<file path="src/rtl/shape_rasterizer_if.sv">
// Command/write bundle between a painter (master) and shape_rasterizer (slave).
// A command is taken only when start is high while the rasterizer is idle; done pulses once per accepted command.
interface shape_rasterizer_if #(
  parameter int X_BITS     = 8,
  parameter int Y_BITS     = 7,
  parameter int COLOR_BITS = 3
);
  logic                  start;
  logic [1:0]            mode;
  logic [X_BITS-1:0]     x0;
  logic [Y_BITS-1:0]     y0;
  logic [X_BITS-1:0]     x1;
  logic [Y_BITS-1:0]     y1;
  logic [COLOR_BITS-1:0] color;
  logic                  busy;
  logic                  done;
  logic [X_BITS-1:0]     paint_x_co;
  logic [Y_BITS-1:0]     paint_y_co;
  logic [COLOR_BITS-1:0] color_out;
  logic                  print_enable;

  modport master (
    output start, mode, x0, y0, x1, y1, color,
    input  busy, done, paint_x_co, paint_y_co, color_out, print_enable
  );

  modport slave (
    input  start, mode, x0, y0, x1, y1, color,
    output busy, done, paint_x_co, paint_y_co, color_out, print_enable
  );
endinterface

</file>
<file path="src/rtl/shape_rasterizer.sv">
// Scans a latched bounding box in raster order and emits one held frame-buffer write per covered pixel.
// Outputs are registered from the next state, so each is visible during the state it belongs to.
module shape_rasterizer #(
  parameter int X_BITS     = 8,
  parameter int Y_BITS     = 7,
  parameter int COLOR_BITS = 3,
  parameter int WRITE_HOLD = 3
) (
  input  logic              Clck,
  input  logic              Reset,
  shape_rasterizer_if.slave sr,
  output logic [2:0]        o_state
);
  localparam int MAXB = (X_BITS > Y_BITS) ? X_BITS : Y_BITS;
  localparam int SQ_W = 2 * MAXB + 1;

  typedef enum logic [2:0] {
    S_IDLE, S_SETUP, S_TEST, S_LOAD, S_WRITE, S_GAP, S_NEXT
  } state_t;

  state_t r_state, w_state_n;

  logic [1:0]            r_mode;
  logic [X_BITS-1:0]     r_x0, r_x1, r_x1m, r_cx, r_x;
  logic [Y_BITS-1:0]     r_y0, r_y1, r_y1m, r_cy, r_r, r_y;
  logic [COLOR_BITS-1:0] r_color;
  logic [3:0]            r_hold;
  logic                  r_busy, r_done, r_pe;
  logic [X_BITS-1:0]     r_px;
  logic [Y_BITS-1:0]     r_py;
  logic [COLOR_BITS-1:0] r_pc;

  logic [X_BITS:0]   w_sum_x;
  logic [Y_BITS:0]   w_sum_y, w_span_y;
  logic              w_degen, w_last_x, w_last_y, w_on_edge, w_in_disc;
  logic              w_covered, w_done_n;
  logic [X_BITS-1:0] w_dx;
  logic [Y_BITS-1:0] w_dy;
  logic [SQ_W-1:0]   w_dx2, w_dy2, w_r2;

  assign w_sum_x  = {1'b0, r_x0} + {1'b0, r_x1};
  assign w_sum_y  = {1'b0, r_y0} + {1'b0, r_y1};
  assign w_span_y = {1'b0, r_y1} - {1'b0, r_y0};
  assign w_degen  = (r_x1 <= r_x0) || (r_y1 <= r_y0);
  assign w_last_x = (r_x == r_x1m);
  assign w_last_y = (r_y == r_y1m);

  // Full-width squares: the sum cannot overflow SQ_W bits for any coordinate pair.
  assign w_dx      = (r_x >= r_cx) ? (r_x - r_cx) : (r_cx - r_x);
  assign w_dy      = (r_y >= r_cy) ? (r_y - r_cy) : (r_cy - r_y);
  assign w_dx2     = SQ_W'(w_dx) * SQ_W'(w_dx);
  assign w_dy2     = SQ_W'(w_dy) * SQ_W'(w_dy);
  assign w_r2      = SQ_W'(r_r) * SQ_W'(r_r);
  assign w_in_disc = (w_dx2 + w_dy2) <= w_r2;
  assign w_on_edge = (r_x == r_x0) || w_last_x || (r_y == r_y0) || w_last_y;

  always_comb begin
    case (r_mode)
      2'd0:    w_covered = 1'b1;
      2'd1:    w_covered = w_on_edge;
      2'd2:    w_covered = w_in_disc;
      default: w_covered = (r_y == r_cy);
    endcase
  end

  always_ff @(posedge Clck) begin
    if (!Reset) r_state <= S_IDLE;
    else        r_state <= w_state_n;
  end

  always_comb begin
    w_state_n = r_state;
    w_done_n  = 1'b0;
    unique case (r_state)
      S_IDLE:  if (sr.start) w_state_n = S_SETUP;
      S_SETUP: begin
        if (w_degen) begin
          w_state_n = S_IDLE;
          w_done_n  = 1'b1;
        end else begin
          w_state_n = S_TEST;
        end
      end
      S_TEST:  w_state_n = w_covered ? S_LOAD : S_NEXT;
      S_LOAD:  w_state_n = S_WRITE;
      S_WRITE: if (r_hold == 4'd0) w_state_n = S_GAP;
      S_GAP:   w_state_n = S_NEXT;
      S_NEXT: begin
        if (w_last_x && w_last_y) begin
          w_state_n = S_IDLE;
          w_done_n  = 1'b1;
        end else begin
          w_state_n = S_TEST;
        end
      end
      default: w_state_n = S_IDLE;
    endcase
  end

  always_ff @(posedge Clck) begin
    if (!Reset) begin
      r_mode <= '0; r_x0 <= '0; r_y0 <= '0; r_x1 <= '0; r_y1 <= '0; r_color <= '0;
      r_x1m <= '0; r_y1m <= '0; r_cx <= '0; r_cy <= '0; r_r <= '0;
      r_x <= '0; r_y <= '0; r_hold <= '0;
      r_busy <= 1'b0; r_done <= 1'b0; r_pe <= 1'b0;
      r_px <= '0; r_py <= '0; r_pc <= '0;
    end else begin
      r_busy <= (w_state_n != S_IDLE);
      r_done <= w_done_n;
      r_pe   <= (w_state_n == S_WRITE);
      case (r_state)
        S_IDLE: if (sr.start) begin
          r_mode <= sr.mode; r_color <= sr.color;
          r_x0 <= sr.x0; r_y0 <= sr.y0; r_x1 <= sr.x1; r_y1 <= sr.y1;
        end
        S_SETUP: begin
          r_cx  <= X_BITS'(w_sum_x >> 1);
          r_cy  <= Y_BITS'(w_sum_y >> 1);
          r_r   <= Y_BITS'(w_span_y >> 1);
          r_x1m <= r_x1 - X_BITS'(1);
          r_y1m <= r_y1 - Y_BITS'(1);
          r_x   <= r_x0;
          r_y   <= r_y0;
        end
        S_TEST: if (w_covered) begin
          r_px   <= r_x;
          r_py   <= r_y;
          r_pc   <= r_color;
          r_hold <= 4'(WRITE_HOLD - 1);
        end
        S_WRITE: if (r_hold != 4'd0) r_hold <= r_hold - 4'd1;
        S_NEXT: if (!(w_last_x && w_last_y)) begin
          if (w_last_x) begin
            r_x <= r_x0;
            r_y <= r_y + Y_BITS'(1);
          end else begin
            r_x <= r_x + X_BITS'(1);
          end
        end
        default: ;
      endcase
    end
  end

  assign sr.busy         = r_busy;
  assign sr.done         = r_done;
  assign sr.print_enable = r_pe;
  assign sr.paint_x_co   = r_px;
  assign sr.paint_y_co   = r_py;
  assign sr.color_out    = r_pc;
  assign o_state         = r_state;
endmodule

</file>
<file path="src/flat_wrapper.sv">
// flat-port wrapper written by rule: the top's interface ports become plain ports
module shape_rasterizer_flat 
#(
  parameter int X_BITS     = 8,
  parameter int Y_BITS     = 7,
  parameter int COLOR_BITS = 3,
  parameter int WRITE_HOLD = 3
)
  (Clck, Reset, o_state, sr_start, sr_mode, sr_x0, sr_y0, sr_x1, sr_y1, sr_color, sr_busy, sr_done, sr_paint_x_co, sr_paint_y_co, sr_color_out, sr_print_enable);
  shape_rasterizer_if #(.X_BITS(X_BITS), .Y_BITS(Y_BITS), .COLOR_BITS(COLOR_BITS)) sr_i ();
  input  logic Clck;
  input  logic Reset;
  output logic [2:0] o_state;
  input wire logic [$bits(sr_i.start)-1:0] sr_start;
  input wire logic [$bits(sr_i.mode)-1:0] sr_mode;
  input wire logic [$bits(sr_i.x0)-1:0] sr_x0;
  input wire logic [$bits(sr_i.y0)-1:0] sr_y0;
  input wire logic [$bits(sr_i.x1)-1:0] sr_x1;
  input wire logic [$bits(sr_i.y1)-1:0] sr_y1;
  input wire logic [$bits(sr_i.color)-1:0] sr_color;
  output wire logic [$bits(sr_i.busy)-1:0] sr_busy;
  output wire logic [$bits(sr_i.done)-1:0] sr_done;
  output wire logic [$bits(sr_i.paint_x_co)-1:0] sr_paint_x_co;
  output wire logic [$bits(sr_i.paint_y_co)-1:0] sr_paint_y_co;
  output wire logic [$bits(sr_i.color_out)-1:0] sr_color_out;
  output wire logic [$bits(sr_i.print_enable)-1:0] sr_print_enable;
  assign sr_i.start = sr_start;
  assign sr_i.mode = sr_mode;
  assign sr_i.x0 = sr_x0;
  assign sr_i.y0 = sr_y0;
  assign sr_i.x1 = sr_x1;
  assign sr_i.y1 = sr_y1;
  assign sr_i.color = sr_color;
  assign sr_busy = sr_i.busy;
  assign sr_done = sr_i.done;
  assign sr_paint_x_co = sr_i.paint_x_co;
  assign sr_paint_y_co = sr_i.paint_y_co;
  assign sr_color_out = sr_i.color_out;
  assign sr_print_enable = sr_i.print_enable;
  shape_rasterizer #(.X_BITS(X_BITS), .Y_BITS(Y_BITS), .COLOR_BITS(COLOR_BITS), .WRITE_HOLD(WRITE_HOLD)) u_core (.Clck(Clck), .Reset(Reset), .sr(sr_i), .o_state(o_state));
endmodule
</file>
<file path="config.mk">
export PLATFORM = sky130hd
export DESIGN_NAME = shape_rasterizer_flat
export DESIGN_NICKNAME = d
export VERILOG_FILES = /design/src/rtl/shape_rasterizer_if.sv /design/src/rtl/shape_rasterizer.sv /design/src/flat_wrapper.sv
export SDC_FILE = /design/constraint.sdc
export NUM_CORES = 1
export LEC_CHECK = 0
export ABC_CLOCK_PERIOD_IN_PS = 9300
export CORE_ASPECT_RATIO = 2
export CORE_UTILIZATION = 56
export CTS_BUF_LIST = sky130_fd_sc_hd__clkbuf_16
export CTS_CLUSTER_SIZE = 8
export DETAILED_ROUTE_END_ITERATION = 10
export PLACE_DENSITY = 0.89
export SLEW_MARGIN = 15
export SYNTH_ARGS = -nofsm -noshare
export SYNTH_HDL_FRONTEND = slang
export SYNTH_SLANG_ARGS = --single-unit
</file>
<file path="constraint.sdc">
create_clock -name Clck -period 9.3 [get_ports Clck]
set_clock_uncertainty 0.1 [all_clocks]
set_input_delay 1.86 -clock Clck [delete_from_list [all_inputs] [get_ports Clck]]
set_output_delay 1.86 -clock Clck [all_outputs]
set_load 0.01 [all_outputs]
</file>
==> impl_metrics.json, run 1 <==
{
  "pre_cts_slack_ns": -0.768,
  "cp_max_fo": 5,
  "numCtsBuffers": 25,
  "hpwlAfterDp_mm": 25.9,
  "grt-ovfl-total": 0,
  "cts_hold_buf": 0,
  "hold_viol_final": 0,
  "synth-main-ff-cell": "dfxtp_1",
  "layout_setup_ws_ns": -0.417,
  "drive_above_1_share_pct": 18.0,
  "path_clk_slew_ns": 0.05,
  "synth_area_sq_um": 11900,
  "area_growth_pct": 27.0,
  "required_ns": 9.60,
  "fp.coreArea_sq_um": 20900,
  "layout_commonest_cell": "inv_1",
  "drcViolationCount": 0,
  "synth-warning-count": 0,
  "syn_nets": 1724,
  "post-route-period-util_pct": 104,
  "netlist_instances": 1450,
  "cp-start-kind": "register",
  "cap_viol_max_count": 0,
  "critPathMaxStageDelay_ns": 0.56,
  "dieArea_sq_um": 21900,
  "drtIter0Drc": 1068,
  "antenna_found_initial": 1,
  "nFillCells": 1201,
  "drv_slew": 0,
  "cpMostUsedCell": "buf_4",
  "violations": "negative setup slack",
  "cts_max_level": 4,
  "firstDrtPassIters": 7,
  "vias_per_cell": 6.31,
  "die_x_microns": 105,
  "placementRows": 75,
  "gp_congestion": 0.949,
  "io_pins": 62,
  "grt_first_pass_wirelength_mm": 63.8,
  "detail-route-antenna-nets": 0,
  "final_util_pct": 72.3,
  "rsz0062_at_grt": "yes",
  "seq_area_frac_synth_pct": 19.3,
  "synth-edff-count": 0,
  "n_antenna_cell": 0,
  "first_global_vias": 12905,
  "dr_total_vias": 12117,
  "initial_utilization_pct": 56.9,
  "ys_types": 69,
  "place_area_sq_um": 13800,
  "finalWirelength_mm": 42.4,
  "clock.fmax_mhz": 103,
  "die_h_microns": 208,
  "setup_viol": 26,
  "outcome": "finished, violations left",
  "final_cell_mix": "inv_1, nand2_1, buf_4, ha_1, dfxtp_1",
  "track_usage_pct": 37.7,
  "arrival_ns": 10.02,
  "crit_path_end_kind": "register",
  "cts_tree": "done",
  "max_slew_margin_pct": 23.4,
  "setup_tns_ns": -8.91,
  "grt_max_degree": 57,
  "hp-class": "reg -> reg",
  "setup.worst_path.class": "reg -> reg",
  "synth-seq-cells": 115,
  "worst_pin_slew_ns": 1.15,
  "syn_avg_cell_area_sq_um": 8.21,
  "period_minus_slack_ns": 9.72,
  "fin_nets": 1919,
  "async_flop_share_pct": 0,
  "cts.sinks": 115,
  "clock_path_buffers": 3,
  "routedWlPerCell_microns": 22.1,
  "root_buffer": "clkbuf_16",
  "crit_path_top_delay_cell": "fa_2",
  "clk_latency_ns": 0.49,
  "stdcell_area_sq_um": 15100,
  "io_buffers": 61
}
cell families after synthesis:
| logic type | Yosys count | synth area share, % |
|---|---|---|
| adder cells (fa/ha/maj) | 236 | 30.1 |
| buffers and inverters | 273 | 8.80 |
| AND/OR/NAND/NOR | 444 | 17.6 |
| multiplexers | 32 | 2.70 |
| AO/OA/AOI/OAI | 261 | 14.7 |
| XOR/XNOR | 89 | 6.79 |
| flip-flops | 115 | 19.3 |
Yosys cell counts (22+ instances only):
library cell / count / area (sq um)
inv_1: 204 / 766
nand2_1: 182 / 683
ha_1: 152 / 1900
dfxtp_1: 115 / 2300
nor2_1: 91 / 342
fa_1: 84 / 1680
a21oi_1: 72 / 360
xnor2_1: 64 / 561
clkbuf_1: 61 / 229
o21ai_0: 44 / 220
mux2i_1: 31 / 310
and2_1: 29 / 181
xor2_1: 22 / 193
final timing paths:
check | endpoint | cells after the start | start | slack, ns
max | u_core.sr.paint_x_co[5] | 39 | u_core.r_y[3] | -0.42
min | u_core.r_color[0] | 2 | u_core.r_color[0] | 0.39
max reg2reg | u_core.sr.paint_x_co[5] | 39 | u_core.r_y[3] | -0.42
min reg2reg | u_core.r_color[0] | 2 | u_core.r_color[0] | 0.39
sequential cells by signal, summed over array words and instances, names as in the netlist:
register / cells
u_core.r_cx: 8
u_core.r_x0: 8
u_core.r_x1: 8
u_core.r_x1m: 8
u_core.r_x: 8
u_core.sr.paint_x_co: 8
u_core.r_cy: 7
u_core.r_r: 7
u_core.r_y0: 7
u_core.r_y1: 7
u_core.r_y1m: 7
u_core.r_y: 7
u_core.sr.paint_y_co: 7
u_core.r_hold: 4
u_core.o_state: 3
u_core.r_color: 3
u_core.sr.color_out: 3
u_core.r_mode: 2
u_core.sr.busy: 1
u_core.sr.done: 1
u_core.sr.print_enable: 1
critical path: cells and delay by family (launching register included):
family,cells,cell delay [ns]
compound gates,6,1.06
xor+xnor,1,0.15
fa+ha+maj,9,3.89
buf+inv,9,1.18
flops,1,0.33
mux,1,0.20
simple gates,13,2.71
per-stage QoR:
stage	cells	hold WS (ns)
final	1920	0.389
after global routing	1920	0.413
after CTS	1915	0.365
after detailed placement	1856	0.354
after global placement	1856	0.343
after floorplan	1450	0.337
cell type report:
type	instances	area, sq um	area share [%]
Inverter	208	783	5.18
Sequential cell	115	2310	15.3
Timing Repair Buffer	233	2000	13.2
Multi-Input combinational cell	1062	9010	59.6
Clock buffer	25	626	4.14
Clock inverter	8	56.3	0.372
Tap cell	269	337	2.23
per-layer routing:
metal | vias up | part of all wire, % | GRT usage (%)
met2 | 877 | 50 | 67.2
met1 | 5626 | 29 | 33.5
li1 | 5168 | - | -
met4 | 2 | 12 | 37.7
met3 | 444 | 8.7 | 8.77
met5 | - | 0.024 | 0
what timing repair did:
item,in CTS,in global routing
resized for setup,72,19
setup buffers,24,6
gates cloned,3,0
endpoints found under the setup margin,26,26
pin swaps,67,11
Power of run 1 is left out: the tool's default activity adds up to more than one toggle a clock period on the data nets, which glitch-free logic cannot reach.
==> inputs of run 2 (changes only) <==
--- a/config.mk
+++ b/config.mk
@@ -6,12 +6,14 @@
 export NUM_CORES = 1
 export LEC_CHECK = 0
 export ABC_CLOCK_PERIOD_IN_PS = 9300
+export CELL_PAD_IN_SITES_DETAIL_PLACEMENT = 0
+export CELL_PAD_IN_SITES_GLOBAL_PLACEMENT = 1
 export CORE_ASPECT_RATIO = 2
-export CORE_UTILIZATION = 56
+export CORE_UTILIZATION = 43
 export CTS_BUF_LIST = sky130_fd_sc_hd__clkbuf_16
 export CTS_CLUSTER_SIZE = 8
 export DETAILED_ROUTE_END_ITERATION = 10
-export PLACE_DENSITY = 0.89
+export PLACE_DENSITY = 0.9
 export SLEW_MARGIN = 15
 export SYNTH_ARGS = -nofsm -noshare
 export SYNTH_HDL_FRONTEND = slang
==> impl_metrics.json, run 2 (synthesized netlist as in run 1, its figures left out) <==
{
  "antenna_found_initial": 0,
  "placementRows": 85,
  "root_buffer": "clkbuf_16",
  "die_x_microns": 120,
  "cpMostUsedCell": "fa_1",
  "arrival_ns": 9.64,
  "die_h_microns": 237,
  "n_antenna_cell": 0,
  "cts_tree": "done",
  "track_usage_pct": 24.2,
  "clock.fmax_mhz": 107,
  "final_cell_mix": "inv_1, nand2_1, buf_4, ha_1, dfxtp_1",
  "crit_path_end_kind": "register",
  "drtIter0Drc": 289,
  "critPathMaxStageDelay_ns": 0.51,
  "outcome": "finished, violations left",
  "routedWlPerCell_microns": 16.4,
  "fin_nets": 1900,
  "layout_commonest_cell": "inv_1",
  "fp.coreArea_sq_um": 27000,
  "post-route-period-util_pct": 101,
  "cp_max_fo": 5,
  "pre_cts_slack_ns": -0.695,
  "drv_slew": 0,
  "area_growth_pct": 25.5,
  "cts_hold_buf": 0,
  "first_global_vias": 11425,
  "hpwlAfterDp_mm": 25.9,
  "io_buffers": 61,
  "clk_latency_ns": 0.43,
  "io_pins": 62,
  "cp-start-kind": "register",
  "path_clk_slew_ns": 0.06,
  "finalWirelength_mm": 32.5,
  "cap_viol_max_count": 0,
  "vias_per_cell": 5.33,
  "ff2ff_setup_slack_ns": -0.09,
  "violations": "negative setup slack",
  "firstDrtPassIters": 5,
  "finalNonFillerCells": 1987,
  "drcViolationCount": 0,
  "grt_first_pass_wirelength_mm": 54.1,
  "initial_utilization_pct": 44.1,
  "crit_path_top_delay_cell": "fa_1",
  "dieArea_sq_um": 28400,
  "rsz0062_at_grt": "yes",
  "hold_viol_final": 0,
  "worst_pin_slew_ns": 1.09,
  "placed_cells": 1933,
  "period_minus_slack_ns": 9.39,
  "grt_max_degree": 91,
  "clock_path_buffers": 2,
  "setup_viol": 19,
  "grt-ovfl-total": 0,
  "max_slew_margin_pct": 27.4,
  "cts.sinks": 115,
  "gp_congestion": 0.892,
  "setup.worst_path.class": "reg -> reg",
  "hp-class": "reg -> reg",
  "drive_above_1_share_pct": 16.9,
  "dr_total_vias": 10588,
  "cts_max_level": 4,
  "numCtsBuffers": 17,
  "detail-route-antenna-nets": 0,
  "layout_setup_ws_ns": -0.0855,
  "required_ns": 9.56
}
## run 2: changes by cell type in the layout (fill, tap and decap cells not counted), moves of 3 or more
cell	change
inv_2	-4
clkbuf_16	-8
ha_1	+3
nor2_1	+3
mux2i_1	+3
clkinv_4	+5
clkinv_2	+3
buf_4	-8
clkinvlp_4	+3
## run 2: what timing repair did
action | CTS | global route
endpoints found under the setup margin | 26 | 26
endpoints found under the hold margin | 0 | 0
resized for setup | 48 | 19
pin swaps | 53 | 21
gates cloned | 2 | 0
setup buffers | 14 | 7
## run 2: cell type report
type | instances | area, sq um
fillers | 2508 | 12100
multi-input cells | 1062 | 8930
flip-flops and latches | 115 | 2310
repair buffers | 222 | 1900
inverters | 208 | 783
well taps | 348 | 435
clock buffers | 17 | 425
clock inverters | 15 | 159
## run 2: path summary, 6_finish.rpt
kind,startpoint,to,depth (start not counted)
setup / recovery,u_core.r_y[1],u_core.sr.paint_x_co[2],44
hold / removal,u_core.sr.paint_y_co[0],u_core.sr.paint_y_co[0],2
setup reg to reg,u_core.r_y[1],u_core.sr.paint_x_co[2],44
hold reg to reg,u_core.sr.paint_y_co[0],u_core.sr.paint_y_co[0],2
## run 2: per-layer routing
layer | up-vias | GRT usage, % | routed length (microns)
met2 | 285 | 46.3 | 17900
li1 | 5137 | - | -
met1 | 5009 | 21.8 | 10600
met4 | 0 | 21.6 | 3040
met3 | 157 | 2.76 | 1030
met5 | - | 0 | 0
## run 2: worst max-delay path: cells and delay by family, from the launching register on
| kind | cells | cell delay, ns |
|---|---|---|
| adders and majority gates | 9 | 3.71 |
| AOI/OAI and AO/OA | 15 | 2.47 |
| and+or+nand+nor | 11 | 1.70 |
| buffers and inverters | 7 | 0.64 |
| DFF | 1 | 0.33 |
| muxes | 1 | 0.22 |
| xor gates and xnor gates | 1 | 0.15 |
## run 2: metrics by stage
step	util, %	hold WS (ns)	instance area (sq um)	TNS (ns)
finish	55.3	0.357	14900	-0.621
global route	55.3	0.364	14900	-12.86
CTS	54.8	0.356	14800	-2.72
detailed placement	51.3	0.347	13800	-15.65
global placement	51.3	0.344	13800	-10.08
floorplan	-	0.337	12000	-11.37
Power of run 2 is left out for the same reason.
